## config.mk

```make
export PLATFORM = sky130hd
export DESIGN_NAME = snake_move_ctrl
export DESIGN_NICKNAME = d
export VERILOG_FILES = /design/src/rtl/snake_move_ctrl.sv
export SDC_FILE = /design/constraint.sdc
export NUM_CORES = 1
export LEC_CHECK = 0
export CORE_MARGIN = 1
export CORE_UTILIZATION = 52
export DETAILED_ROUTE_END_ITERATION = 6
export PLACE_DENSITY = 0.76
export SLEW_MARGIN = 20
export SYNTH_ARGS = -nofsm -noshare
export SYNTH_HDL_FRONTEND = slang
export SYNTH_SLANG_ARGS = --single-unit
```

## constraint.sdc

```tcl
create_clock -name clk -period 2.4 [get_ports clk]
set_input_delay 0.72 -clock clk [delete_from_list [all_inputs] [get_ports clk]]
set_output_delay 0.72 -clock clk [all_outputs]
set_load 0.01 [all_outputs]
```

## src/rtl/snake_move_ctrl.sv

```systemverilog
// snake_move_ctrl: moves the snake head across a GRID_W x GRID_H grid.
// One move happens every TICK_DIV clock cycles. The game has three states:
// IDLE, RUN and OVER.
//
// Ports:
//   clk        clock; all logic changes on the rising edge
//   reset      asynchronous, active-high reset
//   dir_in     one-hot direction request (0001 left, 0010 right, 0100 up, 1000 down)
//   start      starts or restarts a game from IDLE or OVER (sampled as a level)
//   head_x     head column; 0 is the left edge
//   head_y     head row; 0 is the top edge
//   cur_dir    direction currently applied (one-hot, or 0000 after reset)
//   step       one-cycle pulse on each completed head move
//   game_over  high while in OVER
//   score      completed steps in the current game; saturates at 255
//
// Build option: define SNAKE_WRAP_EN to make the head wrap to the opposite
// edge instead of ending the game.
module snake_move_ctrl #(
    parameter int TICK_DIV = 25000000,
    parameter int GRID_W   = 40,
    parameter int GRID_H   = 30
) (
    input  logic       clk,
    input  logic       reset,
    input  logic [3:0] dir_in,
    input  logic       start,
    output logic [5:0] head_x,
    output logic [5:0] head_y,
    output logic [3:0] cur_dir,
    output logic       step,
    output logic       game_over,
    output logic [7:0] score
);

    localparam int CNT_W = (TICK_DIV > 1) ? $clog2(TICK_DIV) : 1;
    localparam logic [CNT_W-1:0] TICK_LAST = CNT_W'(TICK_DIV - 1);

    localparam logic [5:0] X_MAX = 6'(GRID_W - 1);
    localparam logic [5:0] Y_MAX = 6'(GRID_H - 1);
    localparam logic [5:0] X_MID = 6'(GRID_W / 2);
    localparam logic [5:0] Y_MID = 6'(GRID_H / 2);

    localparam logic [3:0] DIR_L = 4'b0001;
    localparam logic [3:0] DIR_R = 4'b0010;
    localparam logic [3:0] DIR_U = 4'b0100;
    localparam logic [3:0] DIR_D = 4'b1000;

    localparam logic [1:0] IDLE = 2'd0;
    localparam logic [1:0] RUN  = 2'd1;
    localparam logic [1:0] OVER = 2'd2;

    logic [1:0]       state;
    logic [CNT_W-1:0] tick;
    logic [3:0]       pending;
    logic             tick_done;
    logic [3:0]       dir_ref;
    logic [3:0]       dir_opp;
    logic             dir_ok;
    logic [5:0]       nx;
    logic [5:0]       ny;
    logic             off_grid;

    assign tick_done = (state == RUN) && (tick == TICK_LAST);
    assign game_over = (state == OVER);

    // On a step event, cur_dir takes the value of pending on the same edge.
    // A request arriving in that cycle is therefore checked against pending,
    // the direction that is about to become current.
    assign dir_ref = tick_done ? pending : cur_dir;
    assign dir_opp = {dir_ref[2], dir_ref[3], dir_ref[0], dir_ref[1]};

    always_comb begin
        dir_ok = 1'b0;
        case (dir_in)
            DIR_L, DIR_R, DIR_U, DIR_D: dir_ok = (dir_in != dir_opp);
            default:                    dir_ok = 1'b0;
        endcase
    end

    // Compute the candidate next head position from the pending direction.
    always_comb begin
        nx       = head_x;
        ny       = head_y;
        off_grid = 1'b0;
        case (pending)
            DIR_L: begin
                if (head_x == 6'd0) begin
`ifdef SNAKE_WRAP_EN
                    nx = X_MAX;
`else
                    off_grid = 1'b1;
`endif
                end else begin
                    nx = head_x - 6'd1;
                end
            end
            DIR_R: begin
                if (head_x == X_MAX) begin
`ifdef SNAKE_WRAP_EN
                    nx = '0;
`else
                    off_grid = 1'b1;
`endif
                end else begin
                    nx = head_x + 6'd1;
                end
            end
            DIR_U: begin
                if (head_y == 6'd0) begin
`ifdef SNAKE_WRAP_EN
                    ny = Y_MAX;
`else
                    off_grid = 1'b1;
`endif
                end else begin
                    ny = head_y - 6'd1;
                end
            end
            DIR_D: begin
                if (head_y == Y_MAX) begin
`ifdef SNAKE_WRAP_EN
                    ny = '0;
`else
                    off_grid = 1'b1;
`endif
                end else begin
                    ny = head_y + 6'd1;
                end
            end
            default: ;
        endcase
    end

    always_ff @(posedge clk or posedge reset) begin
        if (reset) begin
            state   <= IDLE;
            tick    <= '0;
            pending <= '0;
            cur_dir <= '0;
            head_x  <= '0;
            head_y  <= '0;
            score   <= '0;
            step    <= 1'b0;
        end else begin
            step <= 1'b0;
            case (state)
                IDLE, OVER: begin
                    if (start) begin
                        state   <= RUN;
                        tick    <= '0;
                        pending <= DIR_R;
                        cur_dir <= DIR_R;
                        head_x  <= X_MID;
                        head_y  <= Y_MID;
                        score   <= '0;
                    end
                end
                RUN: begin
                    if (dir_ok) begin
                        pending <= dir_in;
                    end
                    if (tick_done) begin
                        tick    <= '0;
                        cur_dir <= pending;
                        if (off_grid) begin
                            state <= OVER;
                        end else begin
                            head_x <= nx;
                            head_y <= ny;
                            step   <= 1'b1;
                            if (score != 8'hFF) begin
                                score <= score + 8'd1;
                            end
                        end
                    end else begin
                        tick <= tick + CNT_W'(1);
                    end
                end
                default: state <= IDLE;
            endcase
        end
    end

endmodule

```

* After elaboration in Yosys (flattened, before gate mapping) *
Cells that the tools add are included.

storage, ports and cells
  bits of input ports = 7
  logic and storage cells = 94
  output and inout port bits = 26
  register bits = 56

operators by class
  $add $sub $neg = 6
  reduce and logical (&&, ||, !) cells = 13
  equality and inequality tests = 27
  multiplexer cells = 40

operator list
  kind                                                 number
  2-to-1 mux 6 bit                                     10
  2-to-1 mux 25 bit                                    2
  case mux 25 bit (2 select lines)                     1
  case mux 6 bit (2 select lines)                      4
  2-to-1 mux 8 bit                                     4
  adder 25 x 1 -> 25 bit, second input constant        1
  equality test 25 bit, second input constant          1
  case mux 4 bit (2 select lines)                      2
  case mux 8 bit (2 select lines)                      1
  AND reduction 7 bit                                  2
  adder 6 x 1 -> 6 bit, second input constant          2
  logical NOT 6 bit                                    2
  2-to-1 mux 4 bit                                     3
  != test 3 bit, second input constant                 4
  subtractor 6 x 1 -> 6 bit, second input constant     2
  != test 2 bit, second input constant                 5
  adder 8 x 1 -> 8 bit, second input constant          1
  equality test 4 x 1 -> 1 bit, second input constant  2
  equality test 4 x 2 -> 1 bit, second input constant  2
  equality test 4 x 3 -> 1 bit, second input constant  2
  equality test 4 bit, second input constant           2
  2-to-1 mux 1 bit                                     8
  != test 8 bit, second input constant                 1
  equality test 6 x 5 -> 1 bit, second input constant  1
  other kinds (17)                                     21

* Logic depth before layout (Yosys ltp) *
Gate-level depths: netlist of run 1.

  word-level depth = 7
  depth in mapped cells = 10
  gate-level depth less buffers = 9

* Least setup slack after synthesis of run 1 *
Ideal clock, no wire load.

  path kind = register -> register
  start = register pending[0]
  end = register head_y[5]
  setup slack = 0.042 ns
  path buffers = 1
  cell stages (with the launch flop) = 10
  required time = 2.273 ns
  arrival = 2.231 ns
  cell sequence = dfrtp_1 -> or4b_1 -> buf_4 -> ha_1 -> a211oi_1 -> o21bai_1 -> a21oi_1 -> xor2_1 -> nand3b_1 -> mux2i_1

on the way
  cells in the longest elaborated chain, start to end = 5

RTL lines
  element                                                                     line  source
  from (decl)                                                                 55    logic [3:0] pending;
  from (signal assigned)                                                      161   pending <= dir_in;
  equality test 4 bit / equality test 4 x 3 -> 1 bit (equally long branches)  86    case (pending)
  case mux 6 bit (2 select lines)                                             86
  2-to-1 mux 6 bit                                                            166   if (off_grid) begin
  2-to-1 mux 6 bit                                                            163   if (tick_done) begin
  case mux 6 bit (2 select lines)                                             147   case (state)
  to (signal assigned)                                                        170   head_y <= ny;
  to (decl)                                                                   29    output logic [5:0] head_y,

Parallel ways exist; a longest one is shown, timed or not. The select of a mux whose other input is x is not followed.
A chain may end at the register's enable or synchronous reset.

* Final worst setup path of run 1 *
  start = register pending[0]
  end = register head_y[4]

Same word-level chain as after synthesis.

==> results of run 1 <==
==> cells by family (layout without fill, tap and decap cells) <==
logic type / after synthesis / count (layout) / synth area share, %
and+or+nand+nor: 151 / 151 / 25.79
adders and majority gates: 12 / 12 / 4.703
xor gates and xnor gates: 34 / 34 / 8.479
AOI/OAI and AO/OA: 81 / 81 / 15.35
muxes: 6 / 6 / 1.746
buffers and inverters: 27 / 89 / 4.025
DFF: 56 / 56 / 39.90
==> registers in the layout, indices dropped and copies added, names as in the netlist <==
name and count:
tick 25, score 8, head_x 6, head_y 6, cur_dir 4, pending 4
state 2, step 1
==> metrics by stage <==
step	setup TNS, ns	area [sq um]	cells	hold slack (ns)	worst slack (ns)
after CTS	0	4208	502	0.5125	0.01421
after global placement	0	4081	494	0.4919	0.01822
after detailed placement	-0.1398	4081	494	0.4986	-0.1075
final	0	4282	506	0.5138	0.03132
after floorplan	0	3512	367	0.4648	0.04202
after global routing	-0.09990	4282	506	0.5478	-0.06699
==> layer usage <==
metal | routed length, microns | vias to the layer above | GRT usage (%)
met5 | 0 | - | 0
met4 | 59 | 0 | 5.799
met3 | 316 | 8 | 3.245
met2 | 4032 | 61 | 41.73
met1 | 3618 | 1466 | 30.79
li1 | - | 1448 | -
==> final timing paths <==
kind                       startpoint   endpoint  slack [ns]  depth (start not counted)
min                          tick[21]   tick[21]        0.51                          1
min in group asynchronous       reset  head_x[3]        0.72                          2
max reg2reg                pending[0]  head_y[4]        0.03                          7
max in group asynchronous       reset   tick[16]        1.08                          3
max                        pending[0]  head_y[4]        0.03                          7
min reg2reg                  tick[21]   tick[21]        0.51                          1
==> worst max-delay path: stages (launching register included) <==
cell,delay (ns)
dfrtp_1,0.41
or4b_4,0.60
buf_4,0.17
fa_1,0.41
a21o_1,0.21
a21oi_1,0.18
xor2_1,0.19
o31ai_1,0.08
==> final cells by class <==
class | count | area [sq um]
multi-input cells | 284 | 2027
clock buffers | 5 | 68.82
inverters | 15 | 56.30
flip-flops and latches | 56 | 1403
clock inverters | 3 | 42.54
repair buffers | 66 | 588.1
fillers | 515 | 2141
well taps | 77 | 96.34
==> cell usage after synthesis, drive strengths merged (4+ instances only) <==
cell type,instances,area share [%]
a22o,6,1.5
a31oi,4,1.3
a211oi,5,1.1
o21ai,22,3.2
o31ai,7,1.5
nor2,38,4.3
xor2,15,3.7
nor4b,4,2.2
mux2i,5,1.4
a21o,4,0.86
nor3,15,2.6
ha,10,3.6
clkbuf,4,0.43
a21oi,20,2.9
and3,8,1.5
xnor2,19,4.7
nand3,15,2.1
nand4,15,3.3
nand2,27,3.1
nor2b,4,0.71
inv,15,1.6
buf,8,2.0
dfrtp,56,40
==> report_power, final <==
| group | switching, uW | leakage [uW] | internal (uW) |
|---|---|---|---|
| logic | 644 | 0.000990 | 687 |
| clock network | 303 | 0.0000541 | 309 |
| registers | 187 | 0.000726 | 1090 |
==> timing repair <==
action | in CTS | in global routing
setup endpoints to repair | 2 | 9
setup buffers | 0 | 4
pin swaps | 2 | 10
hold endpoints to repair | 0 | 0
gates resized for setup | 4 | 8
==> cell usage in the layout, fill, tap and decap left out, drive strengths merged, types with 6 or more instances in the layout <==
cell / Yosys / final
nor3: 15 / 15
a21oi: 20 / 20
nand4: 15 / 15
xnor2: 19 / 19
nand2: 27 / 27
clkdlybuf4s50: 0 / 32
inv: 15 / 15
dfrtp: 56 / 56
nor2: 38 / 38
nand3: 15 / 15
ha: 10 / 10
and3: 8 / 8
buf: 8 / 34
o31ai: 7 / 7
xor2: 15 / 15
a22o: 6 / 6
o21ai: 22 / 22
==> flow_metrics.py, run 1 <==
metrics = {
    "timing": {
        "post-route-period-util_pct": 98.69,
        "rsz0062_at_grt": "yes",
        "fmax_ghz": 0.4222,
        "post-route-min-period_ns": 2.369,
        "slew_viol_final": 0,
        "tightest_slew_ns": 0.5726,
        "hold_viol_final": 0,
        "setup_viol_count_final": 0,
        "slew_headroom_pct": 61.82,
        "fin_skew_ns": 0.01432,
    },
    "floorplanning": {
        "die-area_sq_mm": 0.007087,
        "start_util_pct": 54.69,
        "die_y_microns": 84.19,
        "io_pins": 33,
        "rows": 29,
        "coreArea_sq_mm": 0.006422,
        "die_w_microns": 84.19,
    },
    "power": {
        "p_per_area_mw_per_mm2": 751.3,
        "power_uw": 3217,
        "p_leak_uw": 0.001770,
        "ir_drop_v": 0.0003693,
    },
    "clocking": {
        "cts_max_level": 2,
        "cts_buffers": 5,
        "clock_latency_ns": 0.31,
        "path_clk_slew_ns": 0.11,
        "tritoncts": "done",
        "holdBufCountCts": 0,
        "cts-root-buf": "clkbuf_8",
        "clockBufferDepth": 2,
        "cts.sinks": 56,
    },
    "logic_synthesis": {
        "synth-seq-cells": 56,
        "yosysWarnings": 0,
        "syn_nets": 386,
        "ys_seq_area_share_pct": 39.90,
        "synthFlopType": "dfrtp_1",
        "synth_cell_types": 64,
        "synth_async_sr_flop_share_pct": 100.0,
        "syn_area_per_cell_sq_um": 9.570,
        "synth_edf_count": 0,
        "netlist_area_sq_mm": 0.003512,
        "synth_cells": 367,
    },
    "global_route": {
        "grt_start_max_net_pins": 24,
        "first_global_vias": 2891,
        "grt_usage_pct": 23.63,
        "grt_overflow": 0,
        "grt_pass1_wl_mm": 13.41,
        "antenna_found_initial": 0,
    },
    "final_layout": {
        "drive_above_1_share_pct": 17.25,
        "final_nets": 447,
        "syn_to_final_growth_pct": 21.91,
        "final_core_util_pct": 66.67,
        "antennaDiodeCount": 0,
    },
    "setup_path": {
        "critPathMaxFanout": 4,
        "endpoint_kind": "register",
        "cp.required_ns": 2.59,
        "critPathKind": "reg2reg",
        "startpoint_type": "register",
        "crit_arrival_ns": 2.56,
    },
    "drt": {
        "wl_mm": 8.026,
        "drtIter0Drc": 139,
        "via_per_inst": 5.895,
        "drcViolationCount": 10,
        "num_vias": 2983,
        "drt-pass1-iter-count": 7,
        "ant_nets": 0,
        "post_drt_wl_per_cell_microns": 15.86,
    },
    "worst_hold_path": {
        "hp-class": "reg2reg",
    },
    "placement": {
        "gp_congestion": 0.8717,
        "io_buffers": 32,
        "dpl.hpwl_mm": 5.974,
    },
    "run_status": {
        "status": "finished, violations left",
        "violations": "design-rule violations",
    },
    "run": {
        "maxCapViolations": 0,
    },
}
Note: power is estimated with default switching activity, not from simulation.
==> inputs of run 2 (changes only) <==
Settings changed: CELL_PAD_IN_SITES_DETAIL_PLACEMENT set to 1, CELL_PAD_IN_SITES_GLOBAL_PLACEMENT set to 1, CORE_UTILIZATION 52 to 40, PLACE_DENSITY 0.76 to unset, PLACE_DENSITY_LB_ADDON set to 0.1, TNS_END_PERCENT set to 5.
==> flow_metrics.py, run 2 (synthesis results as in run 1) <==
metrics = {
    "floorplanning": {
        "start_util_pct": 42.11,
        "die_w_microns": 95.71,
        "io_pins": 33,
        "rows": 33,
        "coreArea_sq_mm": 0.008341,
        "die_y_microns": 95.71,
        "die-area_sq_mm": 0.009159,
    },
    "clocking": {
        "cts-root-buf": "clkbuf_8",
        "holdBufCountCts": 0,
        "cts.sinks": 56,
        "clockBufferDepth": 2,
        "tritoncts": "done",
        "path_clk_slew_ns": 0.11,
        "cts_max_level": 2,
        "clock_latency_ns": 0.32,
        "cts_buffers": 5,
    },
    "power": {
        "ir_drop_v": 0.0003043,
        "p_per_area_mw_per_mm2": 742.1,
        "p_leak_uw": 0.001801,
        "power_uw": 3214,
    },
    "drt": {
        "num_vias": 3075,
        "wl_mm": 9.202,
        "via_per_inst": 5.673,
        "drtIter0Drc": 114,
        "drt-pass1-iter-count": 4,
        "post_drt_wl_per_cell_microns": 16.98,
        "drcViolationCount": 0,
        "ant_nets": 0,
    },
    "setup_path": {
        "endpoint_kind": "register",
        "path_cells": "or4b_4, ha_1, a211oi_1, o21bai_1, a21oi_1, xor2_1, nand3b_1, mux2i_1",
        "critPathKind": "reg2reg",
        "startpoint_type": "register",
        "crit_family": "simple AND/OR/NAND/NOR gates",
        "cp_slowest_cell": "or4b_4",
        "worst-path-buf-inv": 0,
        "crit_arrival_ns": 2.57,
        "slowest_delay_ns": 0.57,
        "cp.required_ns": 2.61,
        "critPathMaxFanout": 5,
    },
    "placement": {
        "dp.cells": 533,
        "dpl.hpwl_mm": 6.931,
        "io_buffers": 32,
        "gp_congestion": 0.7960,
    },
    "timing": {
        "post-route-min-period_ns": 2.360,
        "slew_viol_final": 0,
        "post-route-period-util_pct": 98.33,
        "fmax_ghz": 0.4237,
        "hold_viol_final": 0,
        "holdWs_ns": 0.5077,
        "setup_viol_count_final": 0,
        "slew_headroom_pct": 69.46,
        "rsz0062_at_grt": "yes",
        "fin_skew_ns": 0.009025,
        "tightest_slew_ns": 0.4545,
    },
    "global_route": {
        "grt_usage_pct": 21.89,
        "grt_start_max_net_pins": 46,
        "antenna_found_initial": 0,
        "first_global_vias": 3172,
        "grt_pass1_wl_mm": 15.41,
        "grt_overflow": 0,
    },
    "run_status": {
        "status": "finished, final reports clean",
    },
    "final_layout": {
        "syn_to_final_growth_pct": 23.30,
        "largest_register_ffs": 25,
        "reg.largest.list": "tick (25), score (8)",
        "drive_above_1_share_pct": 18.31,
        "antennaDiodeCount": 0,
        "fill_cells": 982,
        "largest-register": "tick",
        "final_common_cell": "dfrtp_1",
        "mostFrequentLayoutCells": "55 x dfrtp_1, 41 x buf_4, 37 x nor2_1",
        "instances_no_fill": 542,
        "final_nets": 455,
    },
    "worst_hold_path": {
        "hp-class": "reg2reg",
    },
    "run": {
        "maxCapViolations": 0,
    },
}
[run 2: power breakdown]
| group | switching (uW) | internal (uW) |
|---|---|---|
| clock | 342 | 210 |
| combinational | 663 | 720 |
| sequential | 191 | 1090 |
[run 2: path summary, 6_finish.rpt]
path,slack [ns],from,cells after the start,end
max reg2reg,0.04,pending[0],8,head_y[5]
max in group asynchronous,1.20,reset,3,pending[3]
min,0.51,head_y[5],1,head_y[5]
max,0.04,pending[0],8,head_y[5]
min in group asynchronous,0.65,reset,2,score[6]
min reg2reg,0.51,head_y[5],1,head_y[5]
[run 2: final cells by class]
type	instances	area [sq um]	area share (%)
multi-input combinational	284	2001	46.20
timing repair buffer	74	648.1	14.97
clock inverter	3	22.52	0.5201
clock buffer	5	68.82	1.589
tap	105	131.4	3.034
inverter	15	56.30	1.300
sequential	56	1403	32.39
[run 2: per-stage QoR]
step | area, sq um | setup TNS [ns] | worst slack (ns) | utilization (%)
floorplan | 3512 | 0 | 0.04202 | -
global placement | 4199 | -0.02318 | -0.02318 | 50.35
detailed placement | 4199 | -0.1404 | -0.07006 | 50.35
CTS | 4300 | 0 | 0.01628 | 51.56
global route | 4330 | -0.1384 | -0.07268 | 51.92
finish | 4330 | 0 | 0.04011 | 51.92
[run 2: routing by layer]
metal | part of all wire, % | wire length [microns] | up-vias | GRT usage [%]
met5 | 0 | 0 | - | 0
met4 | 1.5 | 136 | 0 | 6.841
met3 | 2.2 | 202 | 11 | 2.844
met2 | 52 | 4800 | 37 | 39.29
met1 | 44 | 4062 | 1563 | 27.19
li1 | - | - | 1464 | -
[run 2: repair_timing]
action	CTS	global route
setup endpoints to repair	2	21
pin swaps	2	6
resized for setup	3	6
buffers inserted	0	1
==> inputs of run 3 (changes only) <==
Settings changed: SLEW_MARGIN 20 to unset.
==> results of run 3 <==
Final layout, timing and power as in run 2 (identical DEF).
